## src/rtl/axrm_pkg.sv

```systemverilog
// Shared types and default widths for the approximate-multiplier error accumulator.
package axrm_pkg;

    localparam int AXRM_N_W   = 8;
    localparam int AXRM_ACC_W = 32;
    localparam int AXRM_CNT_W = 17;

    typedef enum logic [1:0] {
        ACC_IDLE  = 2'd0,
        ACC_RUN   = 2'd1,
        ACC_DRAIN = 2'd2,
        ACC_DONE  = 2'd3
    } axrm_acc_state_t;

endpackage

```

## src/rtl/axrm_ed_unit.sv

```systemverilog
// Error distance |x - y| of two unsigned values; purely combinational, zero latency.
// No handshake: the enclosing pipeline stage qualifies the result.
module axrm_ed_unit #(
    parameter int W = 16
) (
    input  logic [W-1:0] x,
    input  logic [W-1:0] y,
    output logic [W-1:0] ed
);

    assign ed = (x >= y) ? (x - y) : (y - x);

endmodule

```

## src/rtl/axrm_err_accum.sv

```systemverilog
// Session error statistics (count, errors, ED sum/max) for an approximate multiplier; stats lag accept by 1 edge.
// Backpressure: in_ready only while a session is running; DRAIN and DONE refuse samples until the next start.
module axrm_err_accum
    import axrm_pkg::*;
#(
    parameter int N_W   = AXRM_N_W,
    parameter int ACC_W = AXRM_ACC_W,
    parameter int CNT_W = AXRM_CNT_W
) (
    input  logic               clk,
    input  logic               rst_n,
    input  logic               start,
    input  logic               in_valid,
    output logic               in_ready,
    input  logic               in_last,
    input  logic [N_W-1:0]     a,
    input  logic [N_W-1:0]     b,
    input  logic [2*N_W-1:0]   approx,
    output logic               busy,
    output logic               done,
    output logic [CNT_W-1:0]   sample_count,
    output logic [CNT_W-1:0]   err_count,
    output logic [ACC_W-1:0]   ed_sum,
    output logic [2*N_W-1:0]   ed_max,
    output logic               sat
);

    localparam int P_W = 2 * N_W;
    // Sum is widened past both operands so a single compare detects overflow for any ACC_W.
    localparam int S_W = ((ACC_W > P_W) ? ACC_W : P_W) + 1;

    axrm_acc_state_t state, state_nxt;

    logic           accept;
    logic           clear;
    logic           s1_vld;
    logic [P_W-1:0] s1_exact;
    logic [P_W-1:0] s1_approx;
    logic [P_W-1:0] ed;

    logic [CNT_W:0] cnt_wide;
    logic [CNT_W:0] err_wide;
    logic [S_W-1:0] sum_wide;
    logic           cnt_ovf;
    logic           err_ovf;
    logic           sum_ovf;

    assign in_ready = (state == ACC_RUN);
    assign busy     = (state == ACC_RUN) || (state == ACC_DRAIN);
    assign done     = (state == ACC_DONE);
    assign accept   = in_valid && in_ready;
    assign clear    = start && ((state == ACC_IDLE) || (state == ACC_DONE));

    always_comb begin
        state_nxt = state;
        case (state)
            ACC_IDLE:  if (start)                state_nxt = ACC_RUN;
            ACC_RUN:   if (accept && in_last)    state_nxt = ACC_DRAIN;
            ACC_DRAIN: if (!s1_vld)              state_nxt = ACC_DONE;
            ACC_DONE:  if (start)                state_nxt = ACC_RUN;
            default:                             state_nxt = ACC_IDLE;
        endcase
    end

    always_ff @(posedge clk or negedge rst_n) begin
        if (!rst_n) begin
            state <= ACC_IDLE;
        end else begin
            state <= state_nxt;
        end
    end

    always_ff @(posedge clk or negedge rst_n) begin
        if (!rst_n) begin
            s1_vld    <= 1'b0;
            s1_exact  <= '0;
            s1_approx <= '0;
        end else if (clear) begin
            s1_vld    <= 1'b0;
        end else begin
            s1_vld <= accept;
            if (accept) begin
                s1_exact  <= P_W'(a) * P_W'(b);
                s1_approx <= approx;
            end
        end
    end

    axrm_ed_unit #(
        .W (P_W)
    ) u_ed (
        .x  (s1_exact),
        .y  (s1_approx),
        .ed (ed)
    );

    assign cnt_wide = {1'b0, sample_count} + (CNT_W + 1)'(1);
    assign err_wide = {1'b0, err_count} + (CNT_W + 1)'(ed != '0);
    assign sum_wide = S_W'(ed_sum) + S_W'(ed);
    assign cnt_ovf  = cnt_wide[CNT_W];
    assign err_ovf  = err_wide[CNT_W];
    assign sum_ovf  = sum_wide > S_W'({ACC_W{1'b1}});

    always_ff @(posedge clk or negedge rst_n) begin
        if (!rst_n) begin
            sample_count <= '0;
            err_count    <= '0;
            ed_sum       <= '0;
            ed_max       <= '0;
            sat          <= 1'b0;
        end else if (clear) begin
            sample_count <= '0;
            err_count    <= '0;
            ed_sum       <= '0;
            ed_max       <= '0;
            sat          <= 1'b0;
        end else if (s1_vld) begin
            sample_count <= cnt_ovf ? {CNT_W{1'b1}} : cnt_wide[CNT_W-1:0];
            err_count    <= err_ovf ? {CNT_W{1'b1}} : err_wide[CNT_W-1:0];
            ed_sum       <= sum_ovf ? {ACC_W{1'b1}} : sum_wide[ACC_W-1:0];
            ed_max       <= (ed > ed_max) ? ed : ed_max;
            sat          <= sat | cnt_ovf | err_ovf | sum_ovf;
        end
    end

endmodule

```

## config.mk

```make
export PLATFORM = sky130hd
export DESIGN_NAME = axrm_err_accum
export DESIGN_NICKNAME = d
export VERILOG_FILES = /design/src/rtl/axrm_pkg.sv /design/src/rtl/axrm_ed_unit.sv /design/src/rtl/axrm_err_accum.sv
export SDC_FILE = /design/constraint.sdc
export NUM_CORES = 1
export LEC_CHECK = 0
export CAP_MARGIN = 5
export CORE_ASPECT_RATIO = 1.25
export CORE_MARGIN = 2
export CORE_UTILIZATION = 52
export DETAILED_ROUTE_END_ITERATION = 12
export GPL_TIMING_DRIVEN = 1
export PLACE_DENSITY_LB_ADDON = 0.25
export SLEW_MARGIN = 5
export SYNTH_ARGS = -nofsm -noshare
export SYNTH_HDL_FRONTEND = slang
export SYNTH_SLANG_ARGS = --single-unit
```

## constraint.sdc

```tcl
create_clock -name clk -period 4.1 [get_ports clk]
set_input_delay 0.41 -clock clk [delete_from_list [all_inputs] [get_ports clk]]
set_output_delay 0.41 -clock clk [all_outputs]
set_load 0.02 [all_outputs]
```

==> impl_results.rst <==
.. list-table::
   :header-rows: 1

   * - Metric
     - Value
   * - Outcome
     - finished, violations left
   * - Violated checks
     - negative setup slack
   * - Count of unique library cells instantiated by Yosys
     - 74
   * - Clock Tree Buf Depth
     - 2
   * - Largest net degree at the start of global routing
     - 66
   * - Antenna violations before repair
     - 0
   * - Synth Flop Type
     - sky130_fd_sc_hd__dfrtp_1
   * - Area contributors post-synth
     - sky130_fd_sc_hd__dfrtp_1 (30%), sky130_fd_sc_hd__ha_1 (14%), sky130_fd_sc_hd__fa_1 (7.9%)
   * - Final period utilization
     - 113%
   * - Area used by multi-input combinational logic
     - between 7000 and 8000 um^2
   * - Area of the core
     - between 15000 and 20000 um^2
   * - Global-route wire length before repair
     - roughly 48000 um
   * - Start-to-end type of the worst setup path
     - reg2reg
   * - Hold/Removal Path Class
     - in2async
   * - Number of standard-cell rows in the floorplan
     - 56
   * - Portion of the post-synthesis area used by sequential elements
     - 29.7%
   * - Total wire length
     - about 32000 um
   * - Clock latency at the later pin of the worst-skew pair
     - about 0.43 ns
   * - Total global routing overflow
     - 0
   * - GR Util met1
     - a little under a third
   * - I/O pin count
     - approximately 120
   * - Number of routed nets with antenna violations
     - 0
   * - Syn Area/Cell
     - 8.78 um^2
   * - Total of hold buffers inserted after clock tree synthesis
     - 0
   * - Final antenna diode count
     - 0
   * - NumNets Final
     - between 1500 and 2000
   * - Largest incremental delay on the critical path
     - between 0.4 and 0.5 ns
   * - Post-synth top area cell
     - sky130_fd_sc_hd__dfrtp_1
   * - Area fraction of the dominant cell type after synthesis
     - between 20% and 30%
   * - Req. time, crit path
     - between 4 and 5 ns
   * - Reg-to-reg setup timing slack
     - -0.55 ns
   * - Share of flip-flops with an asynchronous set or reset after synthesis
     - 100%
   * - CTS tree
     - done
   * - Number of remaining DRC errors
     - 0
   * - GRT Total Usage
     - between 20 and 30%
   * - Initial cell density of the core
     - 52.9%
   * - Layout-stage area growth over the synthesis result
     - 51.1%
   * - Crit-path most repeated cell
     - sky130_fd_sc_hd__buf_4
   * - Met3 track demand over resource
     - between 3 and 4%
   * - Vias per std cell
     - roughly 5.9
   * - Sequential standard cell area
     - between 2000 and 3000 um^2
   * - # fillers
     - 1136
   * - Number of failing setup endpoints in the final timing report
     - 66
   * - Final number of hold-violating endpoints
     - 0
   * - Slowest-stage cell, CP
     - sky130_fd_sc_hd__o31ai_4
   * - Crit path setup slack, layout
     - -0.552 ns
   * - Average wire per standard cell
     - 18.7 um
   * - Detailed placement HPWL
     - approximately 21000 um
   * - Total standard cell area after synthesis
     - just under 10000 um^2
   * - Global routing usage on met2
     - roughly 57%
   * - Number of buffers inserted during clock tree synthesis
     - 17
   * - Vertical die dimension
     - between 150 and 200 um
   * - Final core utilization
     - about four fifths
   * - Largest fanout of any net on the critical path
     - 5
   * - Number of levels the H-tree was split into
     - 4
   * - Die outline area
     - 20200 um^2
   * - Data arrival time of the worst path
     - about 5.0 ns
   * - Buffers plus inverters on the worst setup path
     - 9
   * - Max capacitance violation total
     - 0
   * - Post-synthesis sequential element count
     - ~120
   * - Final min period
     - about 4.7 ns
   * - Vias in the first global route
     - 10303
   * - Slew @ Worst Pin
     - 0.899 ns
   * - Root buf cell
     - sky130_fd_sc_hd__clkbuf_16
   * - Max-slew violations
     - 0
   * - Die outline width
     - around 130 um
   * - RSZ-0062 raised after global routing
     - yes
   * - Number of warnings printed during yosys synthesis
     - 0
   * - CP Capture Type
     - flip-flop
   * - Weighted congestion at the end of routability-driven global placement
     - around 0.9
   * - Startpoint class of the critical path
     - flip-flop
   * - Layout Skew
     - just under 0.009 ns
   * - First-iteration detailed-routing DRC count
     - between 700 and 800
   * - Number of iterations in the first detailed-routing pass
     - 7
   * - EDFF count, synth
     - 0
   * - List of cells traversed by the critical path
     - inv_1, ha_1, nand4_1, o31ai_4, o31ai_4, buf_4, a21oi_4, nor2_4, buf_6, buf_4, mux2i_1, xnor2_1, buf_4, buf_4, ha_2, nand2_2, nor2_4, a2111oi_2, buf_4, a31oi_4, buf_4, buf_16, mux2i_2, nor2_1
   * - Post-synthesis net count
     - 1317
   * - Reg clk slew, reported paths
     - roughly 0.060 ns
   * - Global routing's busiest layer
     - met2
   * - Worst slew margin
     - between 40 and 50%
   * - Max Clk Rate
     - 0.215 GHz
   * - Input/output buffers
     - around 120
   * - Routed vias
     - 10274
   * - Synthesized netlist cell count
     - approximately 1100
   * - Clock tree sinks
     - around 120
   * - Worst path top cell family by delay
     - buffers and inverters
   * - Layout cell share with drive strength beyond 1
     - between 30% and 40%
cell usage in the layout, fill, tap and decap left out, drive strengths merged, types with 23 or more instances in the layout:
cell           count
mux2i             24
dfrtp            118
ha               109
clkbuf            30
clkdlybuf4s50    106
and2              48
buf              253
nand2            107
o21ai             89
a21oi             63
a31oi             27
nor3              23
nand3             24
a21o              25
inv              117
nor2              85
fa                39
through the flow:
stage          setup WS, ns  cells  area (um^2)  TNS [ns]  hold slack, ns
6_report             -0.552   1733        15000    -27.00          0.0709
5_1_grt              -0.671   1733        15000    -34.64           0.147
4_1_cts              -0.317   1712        14400    -12.54           0.114
3_5_place_dp         -0.804   1636        12800    -25.98           0.498
3_3_place_gp         -0.693   1636        12800    -20.89           0.485
2_1_floorplan        -0.120   1132        10000     -1.07           0.114
per-layer routing:
layer	vias to the layer above	routed length, um	part of all wire [%]
met5	-	0	0
met4	0	1460	4.5
met3	132	1530	4.7
met2	450	17600	54
met1	5004	11800	36
li1	4688	-	-
area by class of cell:
class | count | share of cell area [%]
Multi-Input combinational cell | 864 | 49.8
Timing Repair Buffer | 373 | 21.4
Sequential cell | 118 | 19.7
Clock buffer | 19 | 2.95
Inverter | 114 | 2.85
Tap cell | 232 | 1.93
Clock inverter | 13 | 1.44
Yosys cell counts (3+ instances only):
cell	count
sky130_fd_sc_hd__dfrtp_1	118
sky130_fd_sc_hd__inv_1	113
sky130_fd_sc_hd__ha_1	109
sky130_fd_sc_hd__nand2_1	106
sky130_fd_sc_hd__o21ai_0	88
sky130_fd_sc_hd__nor2_1	84
sky130_fd_sc_hd__a21oi_1	61
sky130_fd_sc_hd__and2_1	45
sky130_fd_sc_hd__fa_1	39
sky130_fd_sc_hd__clkbuf_1	27
sky130_fd_sc_hd__a31oi_1	26
sky130_fd_sc_hd__a21o_1	24
sky130_fd_sc_hd__mux2i_1	24
sky130_fd_sc_hd__nand3_1	24
sky130_fd_sc_hd__nor3_1	22
sky130_fd_sc_hd__xor2_1	18
sky130_fd_sc_hd__a211oi_1	17
sky130_fd_sc_hd__and3_1	17
sky130_fd_sc_hd__xnor2_1	17
sky130_fd_sc_hd__nand4_1	14
sky130_fd_sc_hd__a311oi_1	10
sky130_fd_sc_hd__o22ai_1	10
sky130_fd_sc_hd__o21a_1	9
sky130_fd_sc_hd__o21bai_1	8
sky130_fd_sc_hd__a221oi_1	6
sky130_fd_sc_hd__buf_2	6
sky130_fd_sc_hd__nand2b_1	6
sky130_fd_sc_hd__a21boi_0	5
sky130_fd_sc_hd__a41o_1	5
sky130_fd_sc_hd__and4_1	5
sky130_fd_sc_hd__nor2b_1	5
sky130_fd_sc_hd__o31ai_1	5
sky130_fd_sc_hd__nor4_1	4
sky130_fd_sc_hd__a22oi_1	3
sky130_fd_sc_hd__buf_6	3
sky130_fd_sc_hd__o211ai_1	3
sky130_fd_sc_hd__or2_2	3
registers in the layout, indices dropped and copies added, names as in the netlist:
name / count
sample_count: 17
sat: 1
ed_max: 16
s1_vld: 1
state: 2
s1_approx: 16
err_count: 17
ed_sum: 32
s1_exact: 16
what timing repair did:
action                                  in CTS  in global routing
resized for setup                          136                123
endpoints found under the setup margin      72                 72
gates cloned                                 3                  0
buffers inserted                            43                 25
pin swaps                                   81                 67
final timing paths:
check,start,end,cells past startpoint
worst max-delay path,s1_exact[10]$_DFFE_PN0P_,ed_max[9]$_DFFE_PN0P_,24
worst min-delay path,rst_n,sample_count[11]$_DFFE_PN0P_,1
worst max register to register,s1_exact[10]$_DFFE_PN0P_,ed_max[9]$_DFFE_PN0P_,24
worst min register to register,ed_sum[27]$_DFFE_PN0P_,ed_sum[27]$_DFFE_PN0P_,1
max in group asynchronous,rst_n,ed_sum[14]$_DFFE_PN0P_,2
min in group clk,a[0],s1_exact[0]$_DFFE_PN0P_,4
cells by family after synthesis:
kind of cell	Yosys count	share of synthesized area, %
fa+ha+maj	148	21.6
mux	25	2.57
simple gates	352	17.4
buf+inv	151	6.01
flops	118	29.7
compound gates	303	19.6
xor+xnor	35	3.08
Power is not shown: default switching activity piles up to over one toggle a cycle in this logic, so the estimate is an artifact.
